===== src/rtl/wb_pkg.sv =====
// Shared types and defaults for the writeback port arbiter.
// Field layout maps onto reg_pkg::RegFileWritePort (en/idx/data) plus ROB completion.
package wb_pkg;
  localparam int WB_NUM_REQ   = 4;
  localparam int WB_NUM_PORTS = 2;
  localparam int WB_QDEPTH    = 2;
  // Defaults track reg_pkg::WORD_SIZE, NUM_PHYS_REGS and rob_pkg::ROB_ENTRIES
  localparam int WB_WORD_W    = 32;
  localparam int WB_PREG_W    = 6;
  localparam int WB_PTR_W     = 5;
  localparam int WB_SRC_W     = $clog2(WB_NUM_REQ);

  typedef enum logic [1:0] {
    REQ_ALU = 2'd0,
    REQ_FPU = 2'd1,
    REQ_LSU = 2'd2,
    REQ_BRU = 2'd3
  } wb_unit_e;

  typedef struct packed {
    logic [WB_PREG_W-1:0] preg;
    logic [WB_WORD_W-1:0] data;
    logic [WB_PTR_W-1:0]  ptr;
  } wb_req_t;

  typedef struct packed {
    logic                 en;
    logic [WB_PREG_W-1:0] idx;
    logic [WB_WORD_W-1:0] data;
    logic [WB_PTR_W-1:0]  ptr;
    logic [WB_SRC_W-1:0]  src;
  } wb_port_t;

  function automatic int wrap_inc(input int idx, input int n);
    return (idx + 1 >= n) ? 0 : idx + 1;
  endfunction
endpackage


===== src/rtl/wb_req_fifo.sv =====
// Per-requester circular writeback queue; head entry is visible combinationally
// so the arbiter can grant and forward it in the same cycle.
module wb_req_fifo
  import wb_pkg::*;
#(
  parameter int  QDEPTH    = WB_QDEPTH,
  parameter type payload_t = wb_req_t,
  localparam int IDX_W     = $clog2(QDEPTH),
  localparam int CNT_W     = $clog2(QDEPTH + 1)
) (
  input  logic             clk_in,
  input  logic             rst_n_in,
  input  logic             flush_in,
  input  logic             push_in,
  input  payload_t         push_data_in,
  input  logic             pop_in,
  output payload_t         head_out,
  output logic [CNT_W-1:0] count_out,
  output logic             empty_out
);
  payload_t         mem_q [QDEPTH];
  logic [IDX_W-1:0] head_q, head_d;
  logic [IDX_W-1:0] tail_q, tail_d;
  logic [CNT_W-1:0] count_q, count_d;
  logic             do_push, do_pop;

  always_comb begin
    do_push = push_in && (count_q != CNT_W'(QDEPTH)) && !flush_in;
    do_pop  = pop_in && (count_q != '0) && !flush_in;
    head_d  = head_q;
    tail_d  = tail_q;
    count_d = count_q;
    if (flush_in) begin
      head_d  = '0;
      tail_d  = '0;
      count_d = '0;
    end else begin
      if (do_push) tail_d = tail_q + IDX_W'(1);
      if (do_pop)  head_d = head_q + IDX_W'(1);
      if (do_push && !do_pop)      count_d = count_q + CNT_W'(1);
      else if (do_pop && !do_push) count_d = count_q - CNT_W'(1);
    end
  end

  always_ff @(posedge clk_in or negedge rst_n_in) begin
    if (!rst_n_in) begin
      head_q  <= '0;
      tail_q  <= '0;
      count_q <= '0;
    end else begin
      head_q  <= head_d;
      tail_q  <= tail_d;
      count_q <= count_d;
    end
  end

  // Storage needs no reset: stale entries are never visible while count is zero.
  always_ff @(posedge clk_in) begin
    if (do_push) mem_q[tail_q] <= push_data_in;
  end

  assign head_out  = mem_q[head_q];
  assign count_out = count_q;
  assign empty_out = (count_q == '0);
endmodule


===== src/rtl/wb_port_arbiter.sv =====
// Round-robin arbiter sharing NUM_PORTS register-file write ports among the
// execution units' writeback queues; write-port and ROB outputs are registered.
module wb_port_arbiter
  import wb_pkg::*;
#(
  parameter int  NUM_REQ   = WB_NUM_REQ,
  parameter int  NUM_PORTS = WB_NUM_PORTS,
  parameter int  QDEPTH    = WB_QDEPTH,
  parameter int  WORD_W    = WB_WORD_W,
  parameter int  PREG_W    = WB_PREG_W,
  parameter int  PTR_W     = WB_PTR_W,
  localparam int SRC_W     = (NUM_REQ > 1) ? $clog2(NUM_REQ) : 1,
  localparam int CNT_W     = $clog2(QDEPTH + 1)
) (
  input  logic                              clk_in,
  input  logic                              rst_N_in,
  input  logic                              flush_in,
  input  logic [NUM_REQ-1:0]                req_valid_in,
  output logic [NUM_REQ-1:0]                req_ready_out,
  input  logic [NUM_REQ-1:0][PREG_W-1:0]    req_preg_in,
  input  logic [NUM_REQ-1:0][WORD_W-1:0]    req_data_in,
  input  logic [NUM_REQ-1:0][PTR_W-1:0]     req_ptr_in,
  output logic [NUM_PORTS-1:0]              wr_en_out,
  output logic [NUM_PORTS-1:0][PREG_W-1:0]  wr_idx_out,
  output logic [NUM_PORTS-1:0][WORD_W-1:0]  wr_data_out,
  output logic [NUM_PORTS-1:0]              wb_valid_out,
  output logic [NUM_PORTS-1:0][PTR_W-1:0]   wb_ptr_out,
  output logic [NUM_PORTS-1:0][SRC_W-1:0]   wb_src_out
);
  typedef struct packed {
    logic [PREG_W-1:0] preg;
    logic [WORD_W-1:0] data;
    logic [PTR_W-1:0]  ptr;
  } req_t;

  typedef struct packed {
    logic              en;
    logic [PREG_W-1:0] idx;
    logic [WORD_W-1:0] data;
    logic [PTR_W-1:0]  ptr;
    logic [SRC_W-1:0]  src;
  } port_t;

  req_t                        head [NUM_REQ];
  logic [CNT_W-1:0]            count [NUM_REQ];
  logic [NUM_REQ-1:0]          empty;
  logic [NUM_REQ-1:0]          push;
  logic [NUM_REQ-1:0]          pop;
  port_t [NUM_PORTS-1:0]       port_q, port_d;
  logic [SRC_W-1:0]            rr_q, rr_d;

  generate
    for (genvar gi = 0; gi < NUM_REQ; gi++) begin : g_req
      req_t push_data;
      assign push_data = '{preg: req_preg_in[gi], data: req_data_in[gi], ptr: req_ptr_in[gi]};
      // Ready looks only at the registered count, never at this cycle's pop.
      assign req_ready_out[gi] = (count[gi] != CNT_W'(QDEPTH)) && rst_N_in;
      assign push[gi]          = req_valid_in[gi] && req_ready_out[gi];

      wb_req_fifo #(
        .QDEPTH   (QDEPTH),
        .payload_t(req_t)
      ) u_fifo (
        .clk_in      (clk_in),
        .rst_n_in    (rst_N_in),
        .flush_in    (flush_in),
        .push_in     (push[gi]),
        .push_data_in(push_data),
        .pop_in      (pop[gi]),
        .head_out    (head[gi]),
        .count_out   (count[gi]),
        .empty_out   (empty[gi])
      );
    end
  endgenerate

  always_comb begin
    int idx;
    int n;
    pop  = '0;
    rr_d = rr_q;
    n    = 0;
    idx  = 0;
    for (int p = 0; p < NUM_PORTS; p++) begin
      port_d[p]    = port_q[p];
      port_d[p].en = 1'b0;
    end
    for (int j = 0; j < NUM_REQ; j++) begin
      idx = int'(rr_q) + j;
      if (idx >= NUM_REQ) idx = idx - NUM_REQ;
      if (!empty[idx] && n < NUM_PORTS) begin
        pop[idx]  = 1'b1;
        port_d[n] = '{en: 1'b1, idx: head[idx].preg, data: head[idx].data,
                      ptr: head[idx].ptr, src: SRC_W'(idx)};
        rr_d      = SRC_W'(wrap_inc(idx, NUM_REQ));
        n         = n + 1;
      end
    end
    // Flush drops everything in flight but leaves the fairness pointer alone.
    if (flush_in) begin
      pop  = '0;
      rr_d = rr_q;
      for (int p = 0; p < NUM_PORTS; p++) begin
        port_d[p]    = port_q[p];
        port_d[p].en = 1'b0;
      end
    end
  end

  always_ff @(posedge clk_in or negedge rst_N_in) begin
    if (!rst_N_in) begin
      port_q <= '0;
      rr_q   <= '0;
    end else begin
      port_q <= port_d;
      rr_q   <= rr_d;
    end
  end

  generate
    for (genvar gi = 0; gi < NUM_PORTS; gi++) begin : g_port
      assign wr_en_out[gi]    = port_q[gi].en;
      assign wb_valid_out[gi] = port_q[gi].en;
      assign wr_idx_out[gi]   = port_q[gi].idx;
      assign wr_data_out[gi]  = port_q[gi].data;
      assign wb_ptr_out[gi]   = port_q[gi].ptr;
      assign wb_src_out[gi]   = port_q[gi].src;
    end
  endgenerate
endmodule


===== config.mk =====
export PLATFORM = sky130hd
export DESIGN_NAME = wb_port_arbiter
export DESIGN_NICKNAME = d
export VERILOG_FILES = /design/src/rtl/wb_pkg.sv /design/src/rtl/wb_req_fifo.sv /design/src/rtl/wb_port_arbiter.sv
export SDC_FILE = /design/constraint.sdc
export NUM_CORES = 1
export LEC_CHECK = 0
export CAP_MARGIN = 10
export CORE_MARGIN = 2
export CORE_UTILIZATION = 45
export DETAILED_ROUTE_END_ITERATION = 16
export PLACE_DENSITY = 0.66
export SETUP_SLACK_MARGIN = 0.5
export SLEW_MARGIN = 20
export SYNTH_ARGS = -nofsm -noshare
export SYNTH_HDL_FRONTEND = slang
export SYNTH_SLANG_ARGS = --single-unit
export TNS_END_PERCENT = 20

===== constraint.sdc =====
create_clock -name clk_in -period 10.7 [get_ports clk_in]
set_input_delay 2.14 -clock clk_in [delete_from_list [all_inputs] [get_ports clk_in]]
set_output_delay 2.14 -clock clk_in [all_outputs]
set_load 0.02 [all_outputs]

; ---- Word level (Yosys, flattened, before mapping)
; Memories as Yosys holds them, arrays and structs flattened.
; Cells that the tools add are included.
[classes]
addsub = 29
magnitude_cmp = 29
eq_ne = 5
n_mux = 102
bitwise_logic = 8
n_reduce_logical = 75
[op_table]
columns = op, n
row1 = 92-bit two-way mux, 4
row2 = 43-bit binary-select mux with 2-bit select, 4
row3 = 43-bit two-way mux, 8
row4 = 92-bit bitwise mux, 3
row5 = 32-bit by 1-bit >= comparator with 1-bit output (second input constant), 7
row6 = 32-bit by 2-bit adder with 32-bit output (second input constant), 6
row7 = 32-bit by 3-bit less-than comparator with 1-bit output (second input constant), 6
row8 = 32-bit two-way mux, 6
row9 = 46-bit two-way mux, 4
row10 = 46-bit demux with 1-bit select, 3
row11 = 32-bit by 3-bit >= comparator with 1-bit output (second input constant), 4
row12 = 32-bit by 4-bit >= comparator with 1-bit output (second input constant), 4
row13 = 32-bit by 4-bit less-than comparator with 1-bit output (second input constant), 4
row14 = 32-bit NOT, 4
row15 = 1-bit logical AND, 42
row16 = 2-bit two-way mux, 20
row17 = 1-bit two-way mux, 37
row18 = 2-bit nonzero test, 12
row19 = 4-bit two-way mux, 5
row20 = 1-bit zero test, 12
row21 = 4-bit OR, 3
row22 = 3-bit nonzero test, 4
row23 = 3-bit by 3-bit subtractor with 4-bit output (second input constant), 3
row24 = 3-bit >= comparator (second input constant), 3
row25 = 14 further kinds, 40
[totals]
ff_bits = 110
ramBits = 344
input_bits = 179
output_inout_bits = 98
wordCells = 275
memories = 4
[memory_table]
columns = memory, depth, width, rd, rd_ports_with_merged_regs, wr, line
row1 = g_req[0].u_fifo.mem_q, 2, 43, 1, 0, 1, wb_req_fifo.sv:21  ; payload_t mem_q [QDEPTH];
row2 = g_req[1].u_fifo.mem_q, 2, 43, 1, 0, 1, wb_req_fifo.sv:21
row3 = g_req[2].u_fifo.mem_q, 2, 43, 1, 0, 1, wb_req_fifo.sv:21
row4 = g_req[3].u_fifo.mem_q, 2, 43, 1, 0, 1, wb_req_fifo.sv:21

; ---- Logic depth before layout (Yosys ltp)
[logic_depth]
word_depth = 22
depth_mapped = 17
ltp_nobuf = 10

; ---- Hierarchy
; From an unflattened synthesis, not the netlist that was laid out.
[unflattened]
hier_cells = 1666
hier_area_um2 = 24372.1
[modules_own_cells]
columns = module, n_inst, cells_each, area_per_inst_um2, seq_area_each_um2
row1 = wb_port_arbiter, 1, 1028, 11079.4, 2352.3
row2 = wb_req_fifo (g_req[0].u_fifo ...), 2, 160, 3325.7, 2682.6
row3 = wb_req_fifo (g_req[1].u_fifo ...), 2, 159, 3320.7, 2682.6

; ---- Worst setup path after synthesis
; No wires, ideal clock.
[synth_timing]
kind = input -> register
from = in rst_N_in
to = mem g_req[0].u_fifo.mem_q[0][0] (netlist name), enable pin
arrival_time_ns = 4.551
slack_ns = 5.705
cell_stages = 4
path_cell_list = clkbuf_1 -> nor2b_1 -> nand3_1 -> nor2_1
[synth_via]
elab_chain_len = 6
[synth_rtl]
columns = element, line
row1 = "start, declared", wb_port_arbiter.sv:16  ; input logic rst_N_in,
row2 = 1-bit logical AND, wb_port_arbiter.sv:57  ; assign req_ready_out[gi] = (count[gi] != CNT_W'(QDEPTH)) && rst_N_in;
row3 = 1-bit logical AND, wb_port_arbiter.sv:58  ; assign push[gi] = req_valid_in[gi] && req_ready_out[gi];
row4 = 1-bit logical AND (2 in series), wb_req_fifo.sv:28  ; do_push = push_in && (count_q != CNT_W'(QDEPTH)) && !flush_in;
row5 = 1-bit two-way mux, wb_req_fifo.sv:59  ; if (do_push) mem_q[tail_q] <= push_data_in;
row6 = 1-bit two-way mux (not written as such), wb_req_fifo.sv:59
row7 = "end, declared", wb_req_fifo.sv:21
; Every way passes these cells.

; ---- Worst setup path after layout
[layout_timing]
from = reg rr_q[0]
to = reg port_q, in the netlist wr_data_out[57]
[layout_via]
elab_chain_len = 18
word_cells_on_any_way = 74
classes_between = 9 x add/sub / 13 x order compare / 40 x mux / 3 x bitwise / 9 x reduce/logical
[layout_rtl]
columns = element, line
row1 = "start, declared", wb_port_arbiter.sv:50  ; logic [SRC_W-1:0] rr_q, rr_d;
row2 = "start signal, assigned", wb_port_arbiter.sv:116  ; rr_q <= rr_d;
row3 = 2-bit by 3-bit subtractor with 4-bit output (tied with other cells), wb_port_arbiter.sv:90  ; if (idx >= NUM_REQ) idx = idx - NUM_REQ;
row4 = 32-bit two-way mux (tied with other cells), wb_port_arbiter.sv:90
row5 = 1-bit binary-select mux with 2-bit select / 32-bit two-way mux (equally long branches), "wb_port_arbiter.sv:91, wb_port_arbiter.sv:90"
row6 = 1-bit two-way mux (not written as such) / 1-bit binary-select mux with 2-bit select (equally long branches), wb_port_arbiter.sv:91  ; if (!empty[idx] && n < NUM_PORTS) begin
row7 = 1-bit two-way mux (not written as such), wb_port_arbiter.sv:91
row8 = 1-bit two-way mux, wb_port_arbiter.sv:91
row9 = 32-bit by 3-bit less-than comparator with 1-bit output / 1-bit zero test (equally long branches), "wb_port_arbiter.sv:91, wb_port_arbiter.sv:93"
row10 = 1-bit logical AND, wb_port_arbiter.sv:91
row11 = [... 2 more ...], n/a
row12 = 1-bit logical AND, wb_port_arbiter.sv:91
row13 = 32-bit two-way mux, wb_port_arbiter.sv:91
row14 = 32-bit by 1-bit >= comparator with 1-bit output (not written as such) / 32-bit by 3-bit less-than comparator with 1-bit output (equally long branches), "wb_port_arbiter.sv:93, wb_port_arbiter.sv:91"
row15 = 1-bit logical AND (not written as such), wb_port_arbiter.sv:93  ; port_d[n] = '{en: 1'b1, idx: head[idx].preg, data: head[idx].data,
row16 = 46-bit two-way mux (not written as such), wb_port_arbiter.sv:93
row17 = 46-bit demux with 1-bit select, wb_port_arbiter.sv:93
row18 = 92-bit bitwise mux, wb_port_arbiter.sv:93
row19 = 92-bit two-way mux *, wb_port_arbiter.sv:91
row20 = "end signal, assigned", wb_port_arbiter.sv:115  ; port_q <= port_d;
row21 = "end, declared", wb_port_arbiter.sv:49  ; port_t [NUM_PORTS-1:0] port_q, port_d;
; Mark *: on every way between the ends. The rest lies on a longest branch, timed or not. The select of a mux whose other input is x is not followed.
; A chain may end at the register's enable or synchronous reset.

==> impl_metrics.ini <==
[status]
status = finished, final reports clean

[power_and_ir_drop]
power_density_nw_per_um2 = 305.1
irDropWorstVdd_mv = 0.2218
p_leak_nw = 9.992

[die]
io_pins = 277
die_h_um = 238.5
floorplan.initialDensity_pct = 45.70
die_area_um2 = 56870
dieWidth_um = 238.5
coreArea_um2 = 54130
rows = 85

[setup_path]
criticalPathCategory = flip-flop to flip-flop
critical_path_arrival_ns = 6.32
cp.required_ns = 11.18
cp-start-kind = flip-flop
crit_path_end_kind = flip-flop
path_common_cell = inv_1
path_cells = inv_6 > ha_4 > mux4_4 > inv_1 > ha_1 > inv_1 > a2111oi_4 > buf_4 > nand2_1 > o311a_1 > o31ai_1
cp_slowest_stage_delay_ns = 1.16
crit_buf_inv = 4
slowest_stage = dfrtp_4
path_delay_family = buffers and inverters
cp_max_fo = 89

[synth]
synth_top_area_cell = edfxtp_1
ys_async_sr_fraction_pct = 24.23
syn_area_um2 = 24740
synth_seq_cells = 454
yosysSeqAreaShare_pct = 52.88
synth_top_area_share_pct = 41.75
synth.net_count = 2085
syn_area_per_cell_um2 = 13.04
yosys-top-cells-count = 344 x edfxtp_1, 192 x mux2_2, 180 x nor2_1
syn_inst = 1897
synthTopCellsByArea = edfxtp_1 42%, mux4_2 12%, dfrtp_1 11%
ys_types = 66
yosys_warnings = 0
yosys.cell_count.top_type = edfxtp_1
synthFlopType = edfxtp_1
synth_edf_count = 344

[finish]
final_util_pct = 54.69
seq_area_um2 = 13100
fillerInstances = 4429
stdcell_count = 2811
drive_gt1_share_pct = 22.74
nets = 2267
antennaDiodeCount = 0
multiInputGateArea_um2 = 11030
area_growth_pct = 19.65

[worst_hold_path]
hold_class = flip-flop to flip-flop

[global_routing]
antenna_found_initial = 0
grt_overflow = 0
grt_pass1_wl_um = 112000
grt_pass1_vias = 17914
grt_max_degree = 95
track_usage_pct = 26.41

[cts]
cts_tree = yes
holdBufCountCts = 0
cts_resized = 0
cts.sinks = 454
insertion_delay_ns = 0.59
cts_max_level = 2
clk_pin_slew_ns = 0.06
numCtsBuffers = 48
postCtsSetupBuffers = 0
cts_root_buffer = clkbuf_16
clock_path_buffers = 3

[sta]
period_share_pct = 54.54
worstMarginPinSlew_ns = 1.248
skew_ns = 0.01621
holdWs_ns = 0.5214
rsz0062_at_grt = no
fin_tns_setup_ns = 0
hold_viol = 0
maxSlewViolCount = 0
fin_crit_ns = 5.836
slew_headroom_pct = 16.62
setup_viol = 0
clock.fmax_ghz = 0.1713

[placement]
gp_congestion = 0.8642
hpwl_um = 48750
placed_cells = 2725
port_buffers = 276

[job]
maxCapViolCount = 0

[detailed_routing]
vias_per_cell = 6.450
drt_first_pass_iters = 5
vias = 18130
drc_errors = 0
wl_per_cell_um = 26.82
ant_nets = 0
drt-total-wl_um = 75390
drtIter0Drc = 1836
## power by group
part / total (W) / internal (W) / leakage, nW / switching, W
logic: 0.00485 / 0.00219 / 4.77 / 0.00266
registers: 0.00253 / 0.00213 / 4.48 / 0.000399
clock network: 0.00165 / 0.000965 / 0.751 / 0.000687
total: 0.00903 / 0.00529 / 9.99 / 0.00375
## state kept, by name (all words and copies together) (netlist names)
name and count:
g_req.u_fifo.mem_q 344, g_req.u_fifo.tail_q 4, g_req.u_fifo.count_out 8, wb_valid_out 2
wb_src_out 4, wb_ptr_out 10, g_req.u_fifo.head_q 4, wr_idx_out 12
rr_q 2, wr_data_out 64
## worst register-to-register path: stages (launching register included)
cell and delay (ns):
dfrtp_4 1.16, inv_6 0.52, ha_4 0.70, mux4_4 0.79
inv_1 0.29, ha_1 0.43, inv_1 0.12, a2111oi_4 0.19
buf_4 0.79, nand2_1 0.30, o311a_1 0.19, o31ai_1 0.25
## kinds of logic (layout without fill, tap and decap cells)
logic type / after synthesis / in the layout / share of synthesized area (%)
compound gates: 438 / 438 / 13.01
fa+ha+maj: 11 / 11 / 0.5411
xor+xnor: 1 / 1 / 0.03541
flops: 454 / 454 / 52.88
buf+inv: 191 / 409 / 3.105
mux: 377 / 377 / 22.85
simple gates: 425 / 425 / 7.581
## layout by cell type (no fill, tap or decap), types with 24 or more instances in the layout
master / instances
nand3_1: 35
a211oi_1: 40
clkbuf_16: 49
mux4_2: 129
nand2_1: 119
a21o_1: 25
edfxtp_1: 344
mux2i_1: 54
o31ai_1: 44
o21ai_0: 46
buf_4: 29
a21oi_1: 64
dfrtp_1: 104
nor2_1: 170
or2_2: 26
mux2_2: 192
clkdlybuf4s50_1: 274
a31oi_1: 24
## worst paths after layout
| path | startpoint | slack [ns] | endpoint | depth (start not counted) |
|---|---|---|---|---|
| min in group asynchronous | rst_N_in | 1.61 | wb_valid_out[0] | 1 |
| max in group asynchronous | rst_N_in | 7.85 | g_req[2].u_fifo.head_q | 2 |
| max reg2reg | rr_q[0] | 4.86 | wr_data_out[57] | 11 |
| min | wr_idx_out[8] | 0.52 | wr_idx_out[8] | 2 |
| max | rr_q[0] | 4.86 | wr_data_out[57] | 11 |
| min reg2reg | wr_idx_out[8] | 0.52 | wr_idx_out[8] | 2 |
## routing by layer
metal / share of wire (%) / GRT usage [%] / up-vias
met2: 47 / 41.89 / 972
met1: 40 / 35.81 / 9140
met3: 9.3 / 6.074 / 153
li1: - / - / 7865
met4: 3.3 / 9.299 / 0
met5: 0 / 0 / -
## through the flow
step                instance area (um^2)  setup WS, ns  power (W)
floorplan                          24740         5.705   0.005875
global placement                   28060         4.989   0.007208
detailed placement                 28060         4.935   0.007359
CTS                                29600         4.936   0.009011
global route                       29600         4.536   0.009498
finish                             29600         4.864   0.009031
## layout make-up
cell class	instances	share of cell area, %
Multi-Input combinational cell	1252	37.27
Inverter	18	0.2620
Tap cell	696	2.942
Timing Repair Buffer	305	10.08
Clock inverter	27	0.9003
Sequential cell	454	44.25
Clock buffer	59	4.303
No activity file was read; power rests on OpenSTA's default activity.
